## src/rtl/mips_ctrl_pkg.sv

```systemverilog
// rtl/mips_ctrl_pkg.sv - opcodes, control bundle encodings and branch FSM states
package mips_ctrl_pkg;

  localparam logic [5:0] OP_RTYPE = 6'h00;
  localparam logic [5:0] OP_LW    = 6'h23;
  localparam logic [5:0] OP_SW    = 6'h2B;
  localparam logic [5:0] OP_BEQ   = 6'h04;
  localparam logic [5:0] OP_ADDI  = 6'h08;

  // wb = {RegWrite, WBsel}, me = {Branch, MemRead, MemWrite}, ex = {RegDst, ALUOp1, ALUOp0, ALUSrc}
  typedef struct packed {
    logic [1:0] wb;
    logic [2:0] me;
    logic [3:0] ex;
  } ctrl_t;

  localparam ctrl_t CTRL_NOP   = 9'b00_000_0000;
  localparam ctrl_t CTRL_RTYPE = 9'b11_000_0100;
  localparam ctrl_t CTRL_LW    = 9'b10_010_1001;
  localparam ctrl_t CTRL_SW    = 9'b00_001_1001;
  localparam ctrl_t CTRL_BEQ   = 9'b00_100_0010;
  localparam ctrl_t CTRL_ADDI  = 9'b11_000_1001;

  typedef enum logic [1:0] {
    RUN    = 2'd0,
    BR_EX  = 2'd1,
    BR_MEM = 2'd2
  } br_state_t;

endpackage

```

## src/rtl/main_control.sv

```systemverilog
// rtl/main_control.sv - combinational opcode to control bundle decoder
module main_control
  import mips_ctrl_pkg::*;
(
  input  logic [5:0] op,
  output ctrl_t      ctrl,
  output logic       illegal_op
);

  always_comb begin
    ctrl       = CTRL_NOP;
    illegal_op = 1'b0;
    case (op)
      OP_RTYPE: ctrl = CTRL_RTYPE;
      OP_LW:    ctrl = CTRL_LW;
      OP_SW:    ctrl = CTRL_SW;
      OP_BEQ:   ctrl = CTRL_BEQ;
      OP_ADDI:  ctrl = CTRL_ADDI;
      default:  illegal_op = 1'b1;
    endcase
  end

endmodule

```

## src/rtl/fetch_decode_unit.sv

```systemverilog
// rtl/fetch_decode_unit.sv - PC, IF/ID register, decode, load-use and branch bubbles
module fetch_decode_unit
  import mips_ctrl_pkg::*;
#(
  parameter int          ADDR_W   = 10,
  parameter logic [31:0] RESET_PC = 32'h0
) (
  input  logic              clk,
  input  logic              rst_n,
  output logic [ADDR_W-1:0] imem_adx,
  input  logic [31:0]       imem_data,
  input  logic              Branch,
  output logic [31:0]       instr,
  output logic [1:0]        WBID,
  output logic [2:0]        MEID,
  output logic [3:0]        EXID,
  output logic              stall,
  output logic              illegal
);

  logic [31:0] pc_q, pc_d;
  logic [31:0] instr_q, instr_d;
  logic [31:0] id_pc_q, id_pc_d;
  logic        id_valid_q, id_valid_d;
  logic [31:0] brtgt_q, brtgt_d;
  logic        ex_memread_q, ex_memread_d;
  logic [4:0]  ex_rt_q, ex_rt_d;
  logic        illegal_q, illegal_d;
  br_state_t   state_q, state_d;

  logic [5:0]  id_op;
  logic [4:0]  id_rs;
  logic [4:0]  id_rt;
  ctrl_t       dec_ctrl;
  ctrl_t       id_ctrl;
  logic        dec_illegal;
  logic        uses_rt;
  logic        load_use;
  logic        id_issue;

  assign id_op = instr_q[31:26];
  assign id_rs = instr_q[25:21];
  assign id_rt = instr_q[20:16];

  main_control u_main_control (
    .op         (id_op),
    .ctrl       (dec_ctrl),
    .illegal_op (dec_illegal)
  );

  always_comb begin
    uses_rt  = (id_op == OP_RTYPE) || (id_op == OP_BEQ) || (id_op == OP_SW);
    load_use = id_valid_q && ex_memread_q && (ex_rt_q != 5'd0) &&
               ((ex_rt_q == id_rs) || (uses_rt && (ex_rt_q == id_rt)));
    id_issue = id_valid_q && !load_use;
    id_ctrl  = id_issue ? dec_ctrl : CTRL_NOP;
  end

  always_comb begin
    pc_d         = pc_q;
    instr_d      = instr_q;
    id_pc_d      = id_pc_q;
    id_valid_d   = id_valid_q;
    brtgt_d      = brtgt_q;
    state_d      = state_q;
    ex_memread_d = id_ctrl.me[1];
    ex_rt_d      = id_issue ? id_rt : 5'd0;
    illegal_d    = illegal_q | (id_issue & dec_illegal);

    case (state_q)
      RUN: begin
        // A load-use hazard freezes PC and IF/ID; it also wins over a beq issue.
        if (!load_use) begin
          if (id_issue && (id_op == OP_BEQ)) begin
            brtgt_d    = id_pc_q + 32'd4 + {{14{instr_q[15]}}, instr_q[15:0], 2'b00};
            instr_d    = 32'd0;
            id_pc_d    = 32'd0;
            id_valid_d = 1'b0;
            state_d    = BR_EX;
          end else begin
            instr_d    = imem_data;
            id_pc_d    = pc_q;
            id_valid_d = 1'b1;
            pc_d       = pc_q + 32'd4;
          end
        end
      end
      BR_EX: begin
        instr_d    = 32'd0;
        id_pc_d    = 32'd0;
        id_valid_d = 1'b0;
        state_d    = BR_MEM;
      end
      BR_MEM: begin
        instr_d    = 32'd0;
        id_pc_d    = 32'd0;
        id_valid_d = 1'b0;
        if (Branch) begin
          pc_d = brtgt_q;
        end
        state_d = RUN;
      end
      default: begin
        state_d = RUN;
      end
    endcase
  end

  always_ff @(posedge clk or negedge rst_n) begin
    if (!rst_n) begin
      pc_q         <= RESET_PC;
      instr_q      <= 32'd0;
      id_pc_q      <= 32'd0;
      id_valid_q   <= 1'b0;
      brtgt_q      <= 32'd0;
      ex_memread_q <= 1'b0;
      ex_rt_q      <= 5'd0;
      illegal_q    <= 1'b0;
      state_q      <= RUN;
    end else begin
      pc_q         <= pc_d;
      instr_q      <= instr_d;
      id_pc_q      <= id_pc_d;
      id_valid_q   <= id_valid_d;
      brtgt_q      <= brtgt_d;
      ex_memread_q <= ex_memread_d;
      ex_rt_q      <= ex_rt_d;
      illegal_q    <= illegal_d;
      state_q      <= state_d;
    end
  end

  assign imem_adx = pc_q[ADDR_W+1:2];
  assign instr    = instr_q;
  assign WBID     = id_ctrl.wb;
  assign MEID     = id_ctrl.me;
  assign EXID     = id_ctrl.ex;
  assign stall    = !id_issue;
  assign illegal  = illegal_q | (id_issue & dec_illegal);

endmodule

```

## config.mk

```make
export PLATFORM = sky130hd
export DESIGN_NAME = fetch_decode_unit
export DESIGN_NICKNAME = d
export VERILOG_FILES = /design/src/rtl/mips_ctrl_pkg.sv /design/src/rtl/main_control.sv /design/src/rtl/fetch_decode_unit.sv
export SDC_FILE = /design/constraint.sdc
export NUM_CORES = 1
export LEC_CHECK = 0
export ABC_CLOCK_PERIOD_IN_PS = 4200
export CORE_MARGIN = 4
export CORE_UTILIZATION = 40
export CTS_BUF_LIST = sky130_fd_sc_hd__clkbuf_16
export CTS_CLUSTER_SIZE = 24
export DETAILED_ROUTE_END_ITERATION = 10
export PLACE_DENSITY = 0.65
export SYNTH_ARGS = -nofsm -noshare
export SYNTH_HDL_FRONTEND = slang
export SYNTH_SLANG_ARGS = --single-unit
```

## constraint.sdc

```tcl
create_clock -name clk -period 4.2 [get_ports clk]
set_clock_uncertainty 0.1 [all_clocks]
set_input_delay 0.42 -clock clk [delete_from_list [all_inputs] [get_ports clk]]
set_output_delay 0.42 -clock clk [all_outputs]
set_load 0.005 [all_outputs]
```

Word-level counts from Yosys, hierarchy flattened
Index checks and enable logic that the tools add are counted.
{ "totals": {"wordCells": 69, "regBits": 138, "output_inout_bits": 53} }
{ "op_classes": {"n_addsub": 3, "bitwise_logic": 3, "mux": 20, "n_reduce_logical": 22, "n_eq_ne": 12} }
{ "ops": {"columns": ["cell", "count"], "rows": [
  ["$mux 32", 7],
  ["$pmux 32 s2", 3],
  ["$add 32x3->32 const B", 2],
  ["$pmux 9 s5", 1],
  ["$add 32x32->32", 1],
  ["$eq 6x6->1 const B", 2],
  ["$eq 5x5->1", 2],
  ["$mux 9", 1],
  ["$ne 2x2->1 const B", 4],
  ["$eq 6x3->1 const B", 1],
  ["$eq 6x4->1 const B", 1],
  ["$logic_and 1x1->1", 6],
  ["$logic_not 6->1", 1],
  ["$mux 5", 1],
  ["$reduce_bool 5->1", 1],
  ["$reduce_or 5->1", 1],
  ["$mux 2", 2],
  ["$pmux 2 s2", 1],
  ["$reduce_and 2->1", 2],
  ["$reduce_and 4->1", 1],
  ["$reduce_bool 2->1", 2],
  ["$logic_or 1x1->1", 3],
  ["$mux 1", 3],
  ["$reduce_and 3->1", 1],
  ["9 further kinds", 10]
]} }

Longest topological paths before layout
{ "depth": {"word_depth": 12, "ltp_mapped": 10, "mapped_depth_nobuf": 10} }

By module
From an unflattened synthesis, not the netlist that was laid out.
{ "hier_totals": {"cells_unflattened": 332, "hier_area_um2": 3906.2} }
{ "by_module_without_submodules": {"columns": ["module", "seq_area_each_um2", "cells_per_inst", "instances", "area_per_inst_um2"], "rows": [
  ["fetch_decode_unit", 1801.7, 314, 1, 3772.4],
  ["main_control", 0.0, 18, 1, 133.9]
]} }

Least setup slack after synthesis
No wires, ideal clock.
{ "synth_path": {"path_type": "register to output", "start": "reg ex_rt_q[0]", "end": "out EXID[3]", "path_slack_ps": 1435, "t_arrival_ps": 2245, "required_time_ps": 3680, "path_buffers": 2, "path_stages_with_launch": 8, "cell_sequence": "dfrtp_1 or4_1 o21ai_2 nor3_1 clkbuf_1 nor3_1 a21boi_0 buf_4"} }
{ "synth_between": {"elab_chain_cells": 7} }
{ "synth_lines": {"columns": ["item", "line_no", "source"], "rows": [
  ["start, declared", "fetch_decode_unit.sv:27", "logic [4:0] ex_rt_q, ex_rt_d;"],
  ["start signal, assigned", "fetch_decode_unit.sv:127", "ex_rt_q <= ex_rt_d;"],
  ["$eq 5x5->1", "fetch_decode_unit.sv:54", "((ex_rt_q == id_rs) || (uses_rt && (ex_rt_q == id_rt)));"],
  ["$logic_and 1x1->1", "fetch_decode_unit.sv:54", null],
  ["$logic_or 1x1->1", "fetch_decode_unit.sv:54", null],
  ["$logic_and 1x1->1 (*)", "fetch_decode_unit.sv:53", "load_use = id_valid_q && ex_memread_q && (ex_rt_q != 5'd0) &&"],
  ["$logic_not 1->1 (*)", null, null],
  ["$logic_and 1x1->1 (*)", "fetch_decode_unit.sv:55", "id_issue = id_valid_q && !load_use;"],
  ["$mux 9 (*)", "fetch_decode_unit.sv:56", "id_ctrl = id_issue ? dec_ctrl : CTRL_NOP;"],
  ["end, declared", "fetch_decode_unit.sv:16", "output logic [3:0] EXID,"]
]} }
Mark *: on every way between the ends. The rest lies on a longest branch, timed or not.

Worst setup path after layout
{ "layout_path": {"start": "reg instr_q[29], in the netlist instr[29]", "end": "out illegal"} }
{ "layout_between": {"elab_chain_cells": 10} }
{ "layout_lines": {"columns": ["item", "line_no", "source"], "rows": [
  ["start, declared", "fetch_decode_unit.sv:22", "logic [31:0] instr_q, instr_d;"],
  ["start signal, assigned", "fetch_decode_unit.sv:122", "instr_q <= instr_d;"],
  ["$eq 6x3->1 / $logic_not 6->1 (equally long branches)", "main_control.sv:13, fetch_decode_unit.sv:52", null],
  ["$logic_or 1x1->1 (2 in series)", "fetch_decode_unit.sv:52", "uses_rt = (id_op == OP_RTYPE) || (id_op == OP_BEQ) || (id_op == OP_SW);"],
  ["$logic_and 1x1->1", "fetch_decode_unit.sv:54", null],
  ["$logic_or 1x1->1", "fetch_decode_unit.sv:54", null],
  ["$logic_and 1x1->1", "fetch_decode_unit.sv:53", null],
  ["$logic_not 1->1", null, null],
  ["$logic_and 1x1->1", "fetch_decode_unit.sv:55", null],
  ["$and 1x1->1 (*)", "fetch_decode_unit.sv:139", "assign illegal = illegal_q | (id_issue & dec_illegal);"],
  ["$or 1x1->1 (*)", "fetch_decode_unit.sv:139", null],
  ["end, declared", "fetch_decode_unit.sv:18", "output logic illegal"]
]} }
Marks and branches as above.

==> impl_metrics.env <==
export IMPL_period_utilization_post_route_pct=88.88
export IMPL_timing_critical_path_cells="or4_4 -> o31a_2 -> nor4_4 -> nor3_1 -> a41o_1 -> clkdlybuf4s50_1"
export IMPL_antenna_cells=0
export IMPL_timing_critical_path_to_type="output port"
export IMPL_num_nets_final=568
export IMPL_hp_class="primary input to async pin"
export IMPL_cts_resized_gates=0
export IMPL_synth_top_area_share_pct=42.43
export IMPL_count_of_synthesis_stage_warnings_from_yosys=0
export IMPL_critical_path_max_stage_delay_ps=790
export IMPL_clkSinkCount=72
export IMPL_grt_start_max_net_pins=73
export IMPL_maxSlewHeadroom_pct=30.25
export IMPL_timing_critical_path_arrival_ps=3210
export IMPL_cts_max_path_buffers=2
export IMPL_numPortBuffers=87
export IMPL_detailedRoute_firstPassIterationCount=4
export IMPL_first_pass_grt_wire_length_um=18770
export IMPL_dp_hpwl_um=7666
export IMPL_final_hold_vios=0
export IMPL_regToRegSetupSlack_ps=1190
export IMPL_clk_insertion_delay_late_ps=330
export IMPL_first_iter_violations=136
export IMPL_filler_cell_count=924
export IMPL_share_of_synthesized_area_occupied_by_flip_flops_and_latches_pct=42.43
export IMPL_crit_path_top_delay_cell="sky130_fd_sc_hd__nor4_4"
export IMPL_starting_density_of_the_core_pct=41.13
export IMPL_cts_buffers_inserted=9
export IMPL_fin_tns_setup_ps=0
export IMPL_rr_startpoint="instr[29]$_DFFE_PN0P_"
export IMPL_finalSetupViolations=0
export IMPL_leakagePower_nw=2.345
export IMPL_max_freq_mhz=267.9
export IMPL_routability_congestion_estimate=0.8406
export IMPL_core_rowCount=37
export IMPL_layout_area_overhead_pct=30.49
export IMPL_ant_nets=0
export IMPL_crit_start="instr[29]$_DFFE_PN0P_"
export IMPL_power_ir_vdd_worst_mv=0.2785
export IMPL_required_ps=3680
export IMPL_tritoncts_clock_tree="yes"
export IMPL_reg2regPathDepth=5
export IMPL_cp_depth=6
export IMPL_antenna_found_initial=0
export IMPL_rr_endpoint="id_pc_q[3]$_DFFE_PN0P_"
export IMPL_drive_gt1_share_pct=8.738
export IMPL_cell_family_with_the_largest_share_of_critical_path_delay="simple AND/OR/NAND/NOR gates"
export IMPL_postSynth_topFlopCell="sky130_fd_sc_hd__dfrtp_1"
export IMPL_syn_area_mm2=0.004247
export IMPL_globalRoute_totalOverflow=0
export IMPL_drt_wirelength_per_cell_um=17.14
export IMPL_post_cts_setup_buffer_count=0
export IMPL_netlist_instances=434
export IMPL_run_status="completed"
export IMPL_post_synth_cell_area_avg_um2=9.785
export IMPL_via_count=3605
export IMPL_total_nets_after_synthesis=492
export IMPL_total_power_mw=4.195
export IMPL_avgViaCountPerCell=5.538
export IMPL_core_mm2=0.01032
export IMPL_die_w_um=111.0
export IMPL_top_level_ports=88
export IMPL_shortest_period_the_worst_path_allows_ps=3733
export IMPL_worst_slew_pin_slew_ps=1038
export IMPL_setup_repair_after_global_routing_missed_its_margin="false"
export IMPL_synthArstFlopShare_pct=100.0
export IMPL_dieArea_mm2=0.01233
export IMPL_worstSetupPathType="flop to output port"
export IMPL_synth_ff_latch_count=72
export IMPL_synth_top_cells_by_area="sky130_fd_sc_hd__dfrtp_1 (42%), sky130_fd_sc_hd__o32ai_1 (8.7%), sky130_fd_sc_hd__ha_1 (6.5%)"
export IMPL_timing_critical_path_fanout_max=20
export IMPL_clock_root_buffer="sky130_fd_sc_hd__clkbuf_16"
export IMPL_path_clk_slew_ps=60
export IMPL_route_detailed_drc=0
export IMPL_finalMaxSlewViolations=0
export IMPL_cap_viol_max_count=0
export IMPL_timing_critical_path_to="illegal"
export IMPL_ratio_of_total_power_to_cell_area_mw_per_mm2=757.0
export IMPL_edff_count_synth=0
export IMPL_synthDistinctLibCells=54
export IMPL_grt_use_total_pct=18.48
export IMPL_timing_critical_path_buf_inv=1
export IMPL_wirelength_um=11160
export IMPL_start_kind="flop"
export IMPL_grt_pass1_vias=3751
export IMPL_cts_hold_buffers=0
export IMPL_synthDominantAreaCellType="sky130_fd_sc_hd__dfrtp_1"
export IMPL_die_height_um=111.0
export IMPL_ctsHtreeMaxLevel=3
[cell usage after synthesis, types with 6 or more instances]
| cell | count |
|---|---|
| sky130_fd_sc_hd__nor2_1 | 19 |
| sky130_fd_sc_hd__nand2b_1 | 43 |
| sky130_fd_sc_hd__dfrtp_1 | 72 |
| sky130_fd_sc_hd__ha_1 | 22 |
| sky130_fd_sc_hd__nor3_1 | 13 |
| sky130_fd_sc_hd__buf_2 | 6 |
| sky130_fd_sc_hd__o21ai_0 | 9 |
| sky130_fd_sc_hd__clkbuf_1 | 19 |
| sky130_fd_sc_hd__a21oi_1 | 8 |
| sky130_fd_sc_hd__o22ai_1 | 6 |
| sky130_fd_sc_hd__xnor2_1 | 18 |
| sky130_fd_sc_hd__nand3_1 | 9 |
| sky130_fd_sc_hd__mux2_2 | 14 |
| sky130_fd_sc_hd__o32ai_1 | 42 |
| sky130_fd_sc_hd__inv_1 | 50 |
| sky130_fd_sc_hd__nand2_1 | 11 |
| sky130_fd_sc_hd__nor4_1 | 11 |
[stage by stage]
step	setup slack, ps	cell area (µm²)	hold WS (ps)	std cells	utilization, %
finish	466.9	5542	200.9	651	53.68
global route	221.4	5542	301.4	651	53.68
CTS	467.0	5542	264.3	651	53.68
detailed placement	830.4	5229	355.5	635	50.65
floorplan	1435	4247	24.41	434	-
global placement	867.3	5229	350.2	635	50.65
[cell families (layout without fill, tap and decap cells)]
group / after synthesis / after routing / share of synthesized area [%]
flops: 72 / 72 / 42.43
simple gates: 130 / 130 / 17.62
mux: 17 / 17 / 4.420
buf+inv: 79 / 160 / 7.513
fa+ha+maj: 23 / 23 / 6.953
xor+xnor: 19 / 19 / 3.919
compound gates: 94 / 94 / 17.15
[layout by cell type, fill, tap and decap left out, types with 11 or more instances in the layout]
cell,count
sky130_fd_sc_hd__clkdlybuf4s50_1,86
sky130_fd_sc_hd__dfrtp_1,72
sky130_fd_sc_hd__ha_1,22
sky130_fd_sc_hd__inv_1,51
sky130_fd_sc_hd__mux2_2,14
sky130_fd_sc_hd__nand2_1,11
sky130_fd_sc_hd__nand2b_1,43
sky130_fd_sc_hd__nor2_1,19
sky130_fd_sc_hd__nor3_1,12
sky130_fd_sc_hd__nor4_1,11
sky130_fd_sc_hd__o32ai_1,42
sky130_fd_sc_hd__xnor2_1,18
[cell type report]
type                            count  area [µm²]  share of cell area (%)
Clock buffer                        9       225.2                   4.064
Timing Repair Buffer               93       910.9                   16.44
Clock inverter                      7       87.58                   1.580
Inverter                           51       191.4                   3.455
Multi-Input combinational cell    283        2155                   38.88
Tap cell                          136       170.2                   3.071
Sequential cell                    72        1802                   32.51
[flip-flops by register name, indices dropped and copies added, names as in the netlist]
name and flops:
pc_q 10, instr 32, ex_memread_q 1, id_pc_q 10, ex_rt_q 5, id_valid_q 1, brtgt_q 10, illegal_q 1
state_q 2
[per-layer routing]
metal	part of all wire (%)	GRT usage (%)	routed length [µm]
met1	46	24.67	5086
met2	47	29.57	5230
met4	1.4	5.921	160
met3	6.1	4.585	677
met5	0	0	0
[worst min path at each step]
stage | to | start | slack, ps | depth (start not counted)
floorplan | brtgt_q[10]$_DFFE_PN0P_ | rst_n | 20 | 0
global placement | illegal_q$_DFF_PN0_ | illegal_q$_DFF_PN0_ | 350 | 1
detailed placement | illegal_q$_DFF_PN0_ | illegal_q$_DFF_PN0_ | 360 | 1
CTS | instr[8]$_DFFE_PN0P_ | rst_n | 260 | 2
global route | instr[6]$_DFFE_PN0P_ | rst_n | 300 | 2
finish | instr[9]$_DFFE_PN0P_ | rst_n | 200 | 2
[power by group]
group | internal, mW | switching (mW)
clock network | 0.515 | 0.292
logic | 1.08 | 1.02
registers | 0.998 | 0.298
total | 2.59 | 1.61
Note: power is estimated with default switching activity, not from simulation.
